## src/rtl/box_slave_pkg.sv

```systemverilog
// Shared sizing, slot layout and FSM encoding for the AXI write-side slot receiver.
package box_slave_pkg;

  localparam int PDATA_WIDTH   = 32;
  localparam int PLENGTH_WIDTH = 4;
  localparam int PSTRB_WIDTH   = PDATA_WIDTH / 8;
  localparam int PMAX_BEATS    = 2 ** PLENGTH_WIDTH;
  localparam int PID_WIDTH     = 4;
  localparam int PADDR_WIDTH   = 32;
  localparam int PUSER_WIDTH   = 8;
  localparam int POTHER_WIDTH  = 8;

  typedef enum logic [1:0] {
    IDLE,
    DATA,
    DONE
  } slave_state_e;

  typedef struct packed {
    logic [PID_WIDTH-1:0]                awid;
    logic [PADDR_WIDTH-1:0]              awaddr;
    logic [PLENGTH_WIDTH-1:0]            awlen;
    logic [2:0]                          awsize;
    logic [1:0]                          awburst;
    logic [PUSER_WIDTH-1:0]              awuser;
    logic [POTHER_WIDTH-1:0]             other;
    logic [PMAX_BEATS*PDATA_WIDTH-1:0]   data;
    logic [PMAX_BEATS*PSTRB_WIDTH-1:0]   strb;
  } spec_slot;

endpackage

```

## src/rtl/axi_if.sv

```systemverilog
// AXI write address/data channel bundle shared by box_master and box_slave.
interface axi_if;
  import box_slave_pkg::*;

  logic                     awvalid;
  logic                     awready;
  logic [PID_WIDTH-1:0]     awid;
  logic [PADDR_WIDTH-1:0]   awaddr;
  logic [PLENGTH_WIDTH-1:0] awlen;
  logic [2:0]               awsize;
  logic [1:0]               awburst;
  logic [PUSER_WIDTH-1:0]   awuser;
  logic [POTHER_WIDTH-1:0]  other;

  logic                     wvalid;
  logic                     wready;
  logic [PDATA_WIDTH-1:0]   wdata;
  logic [PSTRB_WIDTH-1:0]   wstrb;
  logic [PID_WIDTH-1:0]     wid;
  logic                     wlast;

  modport master_add (output awvalid, awid, awaddr, awlen, awsize, awburst, awuser, other,
                      input  awready);
  modport slave_add  (input  awvalid, awid, awaddr, awlen, awsize, awburst, awuser, other,
                      output awready);
  modport master_data(output wvalid, wdata, wstrb, wid, wlast, input wready);
  modport slave_data (input  wvalid, wdata, wstrb, wid, wlast, output wready);

endinterface

```

## src/rtl/box_slave.sv

```systemverilog
// Receives one AXI write burst at a time, reassembles its beats into a spec_slot
// and hands it downstream while returning the matching B response.
module box_slave
  import box_slave_pkg::*;
(
  input  logic                 clk,
  input  logic                 rst_n,
  axi_if.slave_add             s_add,
  axi_if.slave_data            s_data,
  output logic                 bvalid,
  output logic [PID_WIDTH-1:0] bid,
  output logic [1:0]           bresp,
  input  logic                 bready,
  output logic                 out_valid,
  output spec_slot             out_slot,
  input  logic                 out_ready
);

  slave_state_e             state, state_nxt;
  logic [PLENGTH_WIDTH-1:0] cnt;
  logic [PLENGTH_WIDTH-1:0] beat_idx;
  logic [PLENGTH_WIDTH-1:0] cur_len;
  logic [PID_WIDTH-1:0]     cur_id;
  logic                     err;
  logic                     aw_hs, w_hs;
  logic                     last_beat, beat_err;
  logic                     out_free, b_free;

  // In IDLE a beat can only ride along with AW, so it is checked against the
  // incoming address fields rather than the latched ones.
  assign s_add.awready = (state == IDLE);
  assign s_data.wready = (state == IDLE) ? s_add.awvalid : (state == DATA);

  assign aw_hs     = s_add.awvalid && (state == IDLE);
  assign w_hs      = s_data.wvalid && ((state == IDLE) ? s_add.awvalid : (state == DATA));
  assign cur_id    = (state == IDLE) ? s_add.awid  : out_slot.awid;
  assign cur_len   = (state == IDLE) ? s_add.awlen : out_slot.awlen;
  assign beat_idx  = (state == IDLE) ? '0 : cnt;
  assign last_beat = (beat_idx == cur_len);
  assign beat_err  = (s_data.wid != cur_id) || (s_data.wlast && !last_beat);
  assign out_free  = !out_valid || out_ready;
  assign b_free    = !bvalid || bready;

  assign bid   = out_slot.awid;
  assign bresp = {err, 1'b0};

  always_ff @(posedge clk or negedge rst_n) begin
    if (!rst_n) state <= IDLE;
    else        state <= state_nxt;
  end

  always_comb begin
    state_nxt = state;
    unique case (state)
      IDLE:    if (aw_hs) state_nxt = (w_hs && last_beat) ? DONE : DATA;
      DATA:    if (w_hs && last_beat) state_nxt = DONE;
      DONE:    if (out_free && b_free) state_nxt = IDLE;
      default: state_nxt = IDLE;
    endcase
  end

  always_ff @(posedge clk or negedge rst_n) begin
    if (!rst_n) begin
      cnt       <= '0;
      err       <= 1'b0;
      out_slot  <= '0;
      out_valid <= 1'b0;
      bvalid    <= 1'b0;
    end else begin
      if (aw_hs) begin
        out_slot.awid    <= s_add.awid;
        out_slot.awaddr  <= s_add.awaddr;
        out_slot.awlen   <= s_add.awlen;
        out_slot.awsize  <= s_add.awsize;
        out_slot.awburst <= s_add.awburst;
        out_slot.awuser  <= s_add.awuser;
        out_slot.other   <= s_add.other;
        out_slot.data    <= '0;
        out_slot.strb    <= '0;
        err              <= 1'b0;
        cnt              <= '0;
      end
      // Later slice writes override the clear above when beat 0 rides with AW.
      if (w_hs) begin
        for (int i = 0; i < PMAX_BEATS; i++) begin
          if (beat_idx == PLENGTH_WIDTH'(i)) begin
            out_slot.data[i*PDATA_WIDTH +: PDATA_WIDTH] <= s_data.wdata;
            out_slot.strb[i*PSTRB_WIDTH +: PSTRB_WIDTH] <= s_data.wstrb;
          end
        end
        err <= beat_err || (err && !aw_hs);
        cnt <= last_beat ? '0 : beat_idx + PLENGTH_WIDTH'(1);
      end
      if (state != DONE && state_nxt == DONE) begin
        out_valid <= 1'b1;
        bvalid    <= 1'b1;
      end else begin
        if (out_ready) out_valid <= 1'b0;
        if (bready)    bvalid    <= 1'b0;
      end
    end
  end

endmodule

```

## src/flat_wrapper.sv

```systemverilog
// flat-port wrapper written by rule: the top's interface ports become plain ports
module box_slave_flat import box_slave_pkg::*;
  (clk, rst_n, bvalid, bid, bresp, bready, out_valid, out_slot, out_ready, s_add_awvalid, s_add_awid, s_add_awaddr, s_add_awlen, s_add_awsize, s_add_awburst, s_add_awuser, s_add_other, s_add_awready, s_data_wvalid, s_data_wdata, s_data_wstrb, s_data_wid, s_data_wlast, s_data_wready);
  axi_if s_add_i ();
  axi_if s_data_i ();
  input  logic clk;
  input  logic rst_n;
  output logic bvalid;
  output logic [PID_WIDTH-1:0] bid;
  output logic [1:0] bresp;
  input  logic bready;
  output logic out_valid;
  output spec_slot out_slot;
  input  logic out_ready;
  input wire logic [$bits(s_add_i.awvalid)-1:0] s_add_awvalid;
  input wire logic [$bits(s_add_i.awid)-1:0] s_add_awid;
  input wire logic [$bits(s_add_i.awaddr)-1:0] s_add_awaddr;
  input wire logic [$bits(s_add_i.awlen)-1:0] s_add_awlen;
  input wire logic [$bits(s_add_i.awsize)-1:0] s_add_awsize;
  input wire logic [$bits(s_add_i.awburst)-1:0] s_add_awburst;
  input wire logic [$bits(s_add_i.awuser)-1:0] s_add_awuser;
  input wire logic [$bits(s_add_i.other)-1:0] s_add_other;
  output wire logic [$bits(s_add_i.awready)-1:0] s_add_awready;
  input wire logic [$bits(s_data_i.wvalid)-1:0] s_data_wvalid;
  input wire logic [$bits(s_data_i.wdata)-1:0] s_data_wdata;
  input wire logic [$bits(s_data_i.wstrb)-1:0] s_data_wstrb;
  input wire logic [$bits(s_data_i.wid)-1:0] s_data_wid;
  input wire logic [$bits(s_data_i.wlast)-1:0] s_data_wlast;
  output wire logic [$bits(s_data_i.wready)-1:0] s_data_wready;
  assign s_add_i.awvalid = s_add_awvalid;
  assign s_add_i.awid = s_add_awid;
  assign s_add_i.awaddr = s_add_awaddr;
  assign s_add_i.awlen = s_add_awlen;
  assign s_add_i.awsize = s_add_awsize;
  assign s_add_i.awburst = s_add_awburst;
  assign s_add_i.awuser = s_add_awuser;
  assign s_add_i.other = s_add_other;
  assign s_add_awready = s_add_i.awready;
  assign s_data_i.wvalid = s_data_wvalid;
  assign s_data_i.wdata = s_data_wdata;
  assign s_data_i.wstrb = s_data_wstrb;
  assign s_data_i.wid = s_data_wid;
  assign s_data_i.wlast = s_data_wlast;
  assign s_data_wready = s_data_i.wready;
  box_slave u_core (.clk(clk), .rst_n(rst_n), .s_add(s_add_i), .s_data(s_data_i), .bvalid(bvalid), .bid(bid), .bresp(bresp), .bready(bready), .out_valid(out_valid), .out_slot(out_slot), .out_ready(out_ready));
endmodule
```

## config.mk

```make
export PLATFORM = sky130hd
export DESIGN_NAME = box_slave_flat
export DESIGN_NICKNAME = d
export VERILOG_FILES = /design/src/rtl/box_slave_pkg.sv /design/src/rtl/axi_if.sv /design/src/rtl/box_slave.sv /design/src/flat_wrapper.sv
export SDC_FILE = /design/constraint.sdc
export NUM_CORES = 1
export LEC_CHECK = 0
export CAP_MARGIN = 5
export CORE_ASPECT_RATIO = 0.8
export CORE_MARGIN = 2
export CORE_UTILIZATION = 25
export DETAILED_ROUTE_END_ITERATION = 7
export GPL_TIMING_DRIVEN = 0
export HOLD_SLACK_MARGIN = 0.08
export PLACE_DENSITY_LB_ADDON = 0.15
export RECOVER_POWER = 100
export SYNTH_ARGS = -nofsm -noshare
export SYNTH_HDL_FRONTEND = slang
export SYNTH_SLANG_ARGS = --single-unit
export TNS_END_PERCENT = 1
```

## constraint.sdc

```tcl
create_clock -name clk -period 4.55 [get_ports clk]
set_clock_uncertainty 0.2 [all_clocks]
set_input_delay 0.455 -clock clk [delete_from_list [all_inputs] [get_ports clk]]
set_output_delay 0.455 -clock clk [all_outputs]
set_load 0.01 [all_outputs]
```

==> run summary <==
The detail-routed net length per standard cell is 24.45 µm. Summed over all nets, the switching power comes to 0.007575 W. For this run the aggregate overflow at the end of global routing stands at 0.

Entering global routing, the biggest net connects 111 pins. The run gives 0 as the hold violation total from the final report. The worst setup path is of the register to register kind. The flow ran to the end, but the final reports show violations. For the number of nets produced by synthesis, the log shows 2,911. The category of the worst setup path launch point is a register. Setup violations remaining at the end of the flow were counted as 0. Arrival time at the worst endpoint: 3970 ps. For the worst setup path, the data required time is 4930 ps. The tools report the global-route wire length before repair as 175,600 µm. Number of global-route vias before repair: 22,750.

The fill cell total of the finished layout came out at 10,820. Clock latency on the worst-skew pair, taken at its later pin, is 650 ps. Clock tree synthesis inserted a total of 78 buffers. From synthesis to final layout, the design area changed by 44.69%.

The die span in y came out at 294.5 µm. Overall routed net length: 124,600 µm. The floorplan step set the die width to 367.2 µm.

After the first detailed-routing iteration, the DRC count stood at 1,624. Startpoint of the lowest-slack register-to-register path: u_core.state[0]$_DFF_PN0_. In this run switching power makes up 34.72% of total power. After floorplanning, the core was divided into 106 placement rows. The worst path meets setup with 951.4 ps of slack. For this configuration, the core starts out at a cell density of 25.24%.

For this run, the number of Yosys warnings is 0. The clock passes through at most 3 buffers. The H-tree generated during clock tree synthesis spans 3 levels.

The fraction of post-synthesis cell area in the top cell type by area came out at 61.28%. Counting I/O delays and the setup requirement, the final critical path takes 3599 ps. The worst-case IR drop observed on VDD is 0.2820 mV.

After detailed routing, the number of remaining DRC violations is 0. In this run the mean area of a mapped cell was 9.425 µm². For the pin with the worst max-slew slack, the measured transition is 1996 ps. Registers take 16,170 µm². The tools report the portion of total power attributed to sequential cells as 37.9%. Once placement finished, the instance area stood at 35,510 µm². The reported max-cap violation count was 2; the number of max-slew violations in the final report was 183.

The placed wire-length estimate after detailed placement was 90,800 µm. The maximum fanout count along the critical path works out to 10. TritonCTS built the clock tree.

The count of buffers inserted at the top-level ports is 717. In this run the worst setup path begins at u_core.state[0]$_DFF_PN0_. The leading register cell type out of synthesis is sky130_fd_sc_hd__dfrtp_1. The power per cell area came out at 571.5 nW/µm². CTS clock-pin slew for the worst setup and hold paths: 60 ps. The final non-filler cell area was 38,170 µm². Normalized max-slew margin: -33.05%. STA classifies the critical path endpoint as a register. Buffers added to address setup during post-CTS repair amount to 0. Summing all multi-input logic gate instances after layout gives 8489 µm². In the layout the commonest cells are sky130_fd_sc_hd__nand2_1 (1,167), sky130_fd_sc_hd__dlygate4sd3_1 (674), sky130_fd_sc_hd__dfrtp_1 (646). The count of cells in the finished layout, fillers not included, comes to 5,094. In this run, synthesis produced a sequential element count of 646. The internal portion of the total power is 0.01424 W.

The core region is 104,500 µm². Global routing used 22.57% of the available tracks. The number of cells in the design after placement was 4,927.

The die covers 108,200 µm². Sorting the synthesized cells by area gives the leading types as sky130_fd_sc_hd__dfrtp_1 (61%), sky130_fd_sc_hd__nand2_1 (17%), sky130_fd_sc_hd__nand3_1 (5.6%). The share of total power in the clock network was 28.3%; the count of mapped cells out of synthesis was 2,799.

Setup repair after global routing left no endpoint under its margin. Of the available clock period, the critical path in the final layout requires 79.09%. Summing over every cut layer, the via total after detailed routing is 23,330. The synthesized netlist occupies a cell area of 26,380 µm². The distinct cell type count of the synthesized netlist was 39; the detailed-route vias per instance was 4.579.

Combinational logic burns 33.8% of the power. The initial antenna violation count is 4, and the number of synthesized flops with an enable pin is 0. The sequential-to-total area share from yosys stat is 61.28%. Leaving out fill and tap cells, the most frequent cell in the layout is sky130_fd_sc_hd__nand2_1.

The aggregate negative setup slack is 0 ps. The tools report the worst setup slack after placement as 1219 ps. The checks that failed: max-capacitance violations, max-slew violations. In the synthesized netlist the async set-or-reset flop fraction comes to 100.0%. The number of sinks on the clock net is 646, and the number of placed I/O pins is 755. The tools report the clock root buffer master as sky130_fd_sc_hd__clkbuf_16.

The path type of the worst min-delay path is primary input to register. In this run the remaining antenna-violating nets after routing total 0. Before antenna repair, the detailed router went through 5 iterations. Startpoint of the lowest-slack hold path: s_data_wdata[7]. Of all cell types, the one taking the most synthesized area is sky130_fd_sc_hd__dfrtp_1. The design draws 0.02182 W.

For the top achievable clock speed, the log shows 277.9 MHz. At the end of the flow, the number of nets in the layout was 3,743. In this run the static leakage power is 19.07 nW.

Cells with a size suffix above 1 make up 8.600% of the layout. Placer congestion estimate: 0.7923.
cells by family after synthesis:
logic type	Yosys count	synth area share, %
AOI/OAI and AO/OA	298	5.758
xor gates and xnor gates	11	0.3652
adders and majority gates	4	0.1897
buffers and inverters	276	6.540
other	1	0.01422
DFF	646	61.28
and+or+nand+nor	1499	23.13
muxes	64	2.722
flip-flops by register name, summed over array words and instances (netlist names):
name              count
u_core.bid            4
u_core.bvalid         1
u_core.cnt            4
u_core.err            1
u_core.out_slot     633
u_core.out_valid      1
u_core.state          2
layer usage:
| layer | GRT usage (%) | up-vias | wire (µm) |
|---|---|---|---|
| li1 | - | 10670 | - |
| met1 | 30.86 | 11710 | 55420 |
| met2 | 35.21 | 809 | 56940 |
| met3 | 6.543 | 133 | 9445 |
| met4 | 5.168 | 2 | 2751 |
| met5 | 0 | - | 7 |
per-stage QoR:
stage	utilization (%)	hold WS [ps]
after floorplan	-	-40.59
after global placement	33.79	279.2
after detailed placement	33.98	283.1
after CTS	36.61	80.65
after global routing	36.52	107.4
final	36.52	101.6
path summary, 6_finish.rpt:
path                            depth (start not counted)                                to  slack [ps]
worst max-delay path                                    9     u_core.out_slot[95]$_DFF_PN0_         950
worst min-delay path                                    3    u_core.out_slot[295]$_DFF_PN0_         100
worst max register to register                          9     u_core.out_slot[95]$_DFF_PN0_         950
worst min register to register                          2    u_core.out_slot[497]$_DFF_PN0_         290
max in group asynchronous                               5    u_core.out_slot[120]$_DFF_PN0_        1110
min in group asynchronous                               2  u_core.out_slot[614]$_DFFE_PN0P_         160
power by group through the flow:
stage / sequential [W] / clock [W] / combinational (W)
2_1_floorplan: 0.00902 / 0 / 0.00235
3_5_place_dp: 0.00841 / 0 / 0.00806
3_3_place_gp: 0.00846 / 0 / 0.00802
4_1_cts: 0.00835 / 0.00633 / 0.00811
6_report: 0.00826 / 0.00618 / 0.00737
5_1_grt: 0.00847 / 0.00655 / 0.00795
Yosys cell counts (5+ instances only):
library cell / number
sky130_fd_sc_hd__nand2_1: 1167
sky130_fd_sc_hd__dfrtp_1: 646
sky130_fd_sc_hd__nand3_1: 293
sky130_fd_sc_hd__o21ai_0: 270
sky130_fd_sc_hd__buf_2: 104
sky130_fd_sc_hd__clkbuf_1: 100
sky130_fd_sc_hd__mux2_2: 62
sky130_fd_sc_hd__clkbuf_8: 30
sky130_fd_sc_hd__o21ai_1: 21
sky130_fd_sc_hd__and2_1: 14
sky130_fd_sc_hd__buf_1: 14
sky130_fd_sc_hd__buf_12: 12
sky130_fd_sc_hd__xor2_1: 9
sky130_fd_sc_hd__buf_4: 7
sky130_fd_sc_hd__buf_6: 5
worst max-delay path: stages, from the launching register on:
cell and delay [ps]:
sky130_fd_sc_hd__dfrtp_1 400, sky130_fd_sc_hd__or2_1 120, sky130_fd_sc_hd__clkbuf_1 220, sky130_fd_sc_hd__inv_1 220, sky130_fd_sc_hd__nand2_1 190, sky130_fd_sc_hd__clkbuf_1 770, sky130_fd_sc_hd__clkbuf_1 690, sky130_fd_sc_hd__clkbuf_1 460
sky130_fd_sc_hd__nand3_1 150, sky130_fd_sc_hd__nand2_1 90
area by class of cell:
cell class / count / share of cell area (%)
diodes: 4 / 0.02622
plain buffers: 272 / 4.330
clock buffers: 116 / 6.041
clock inverters: 19 / 0.4261
inverters: 4 / 0.03934
multi-input cells: 1877 / 22.24
flip-flops and latches: 646 / 42.35
well taps: 1404 / 4.602
repair buffers: 752 / 19.94
what timing repair did:
action / 4_1_cts / 5_1_grt
endpoints found under the hold margin: 219 / 0
hold buffers: 28 / 0
gates resized for setup: 0 / 0
Note: power is estimated with default switching activity, not from simulation.
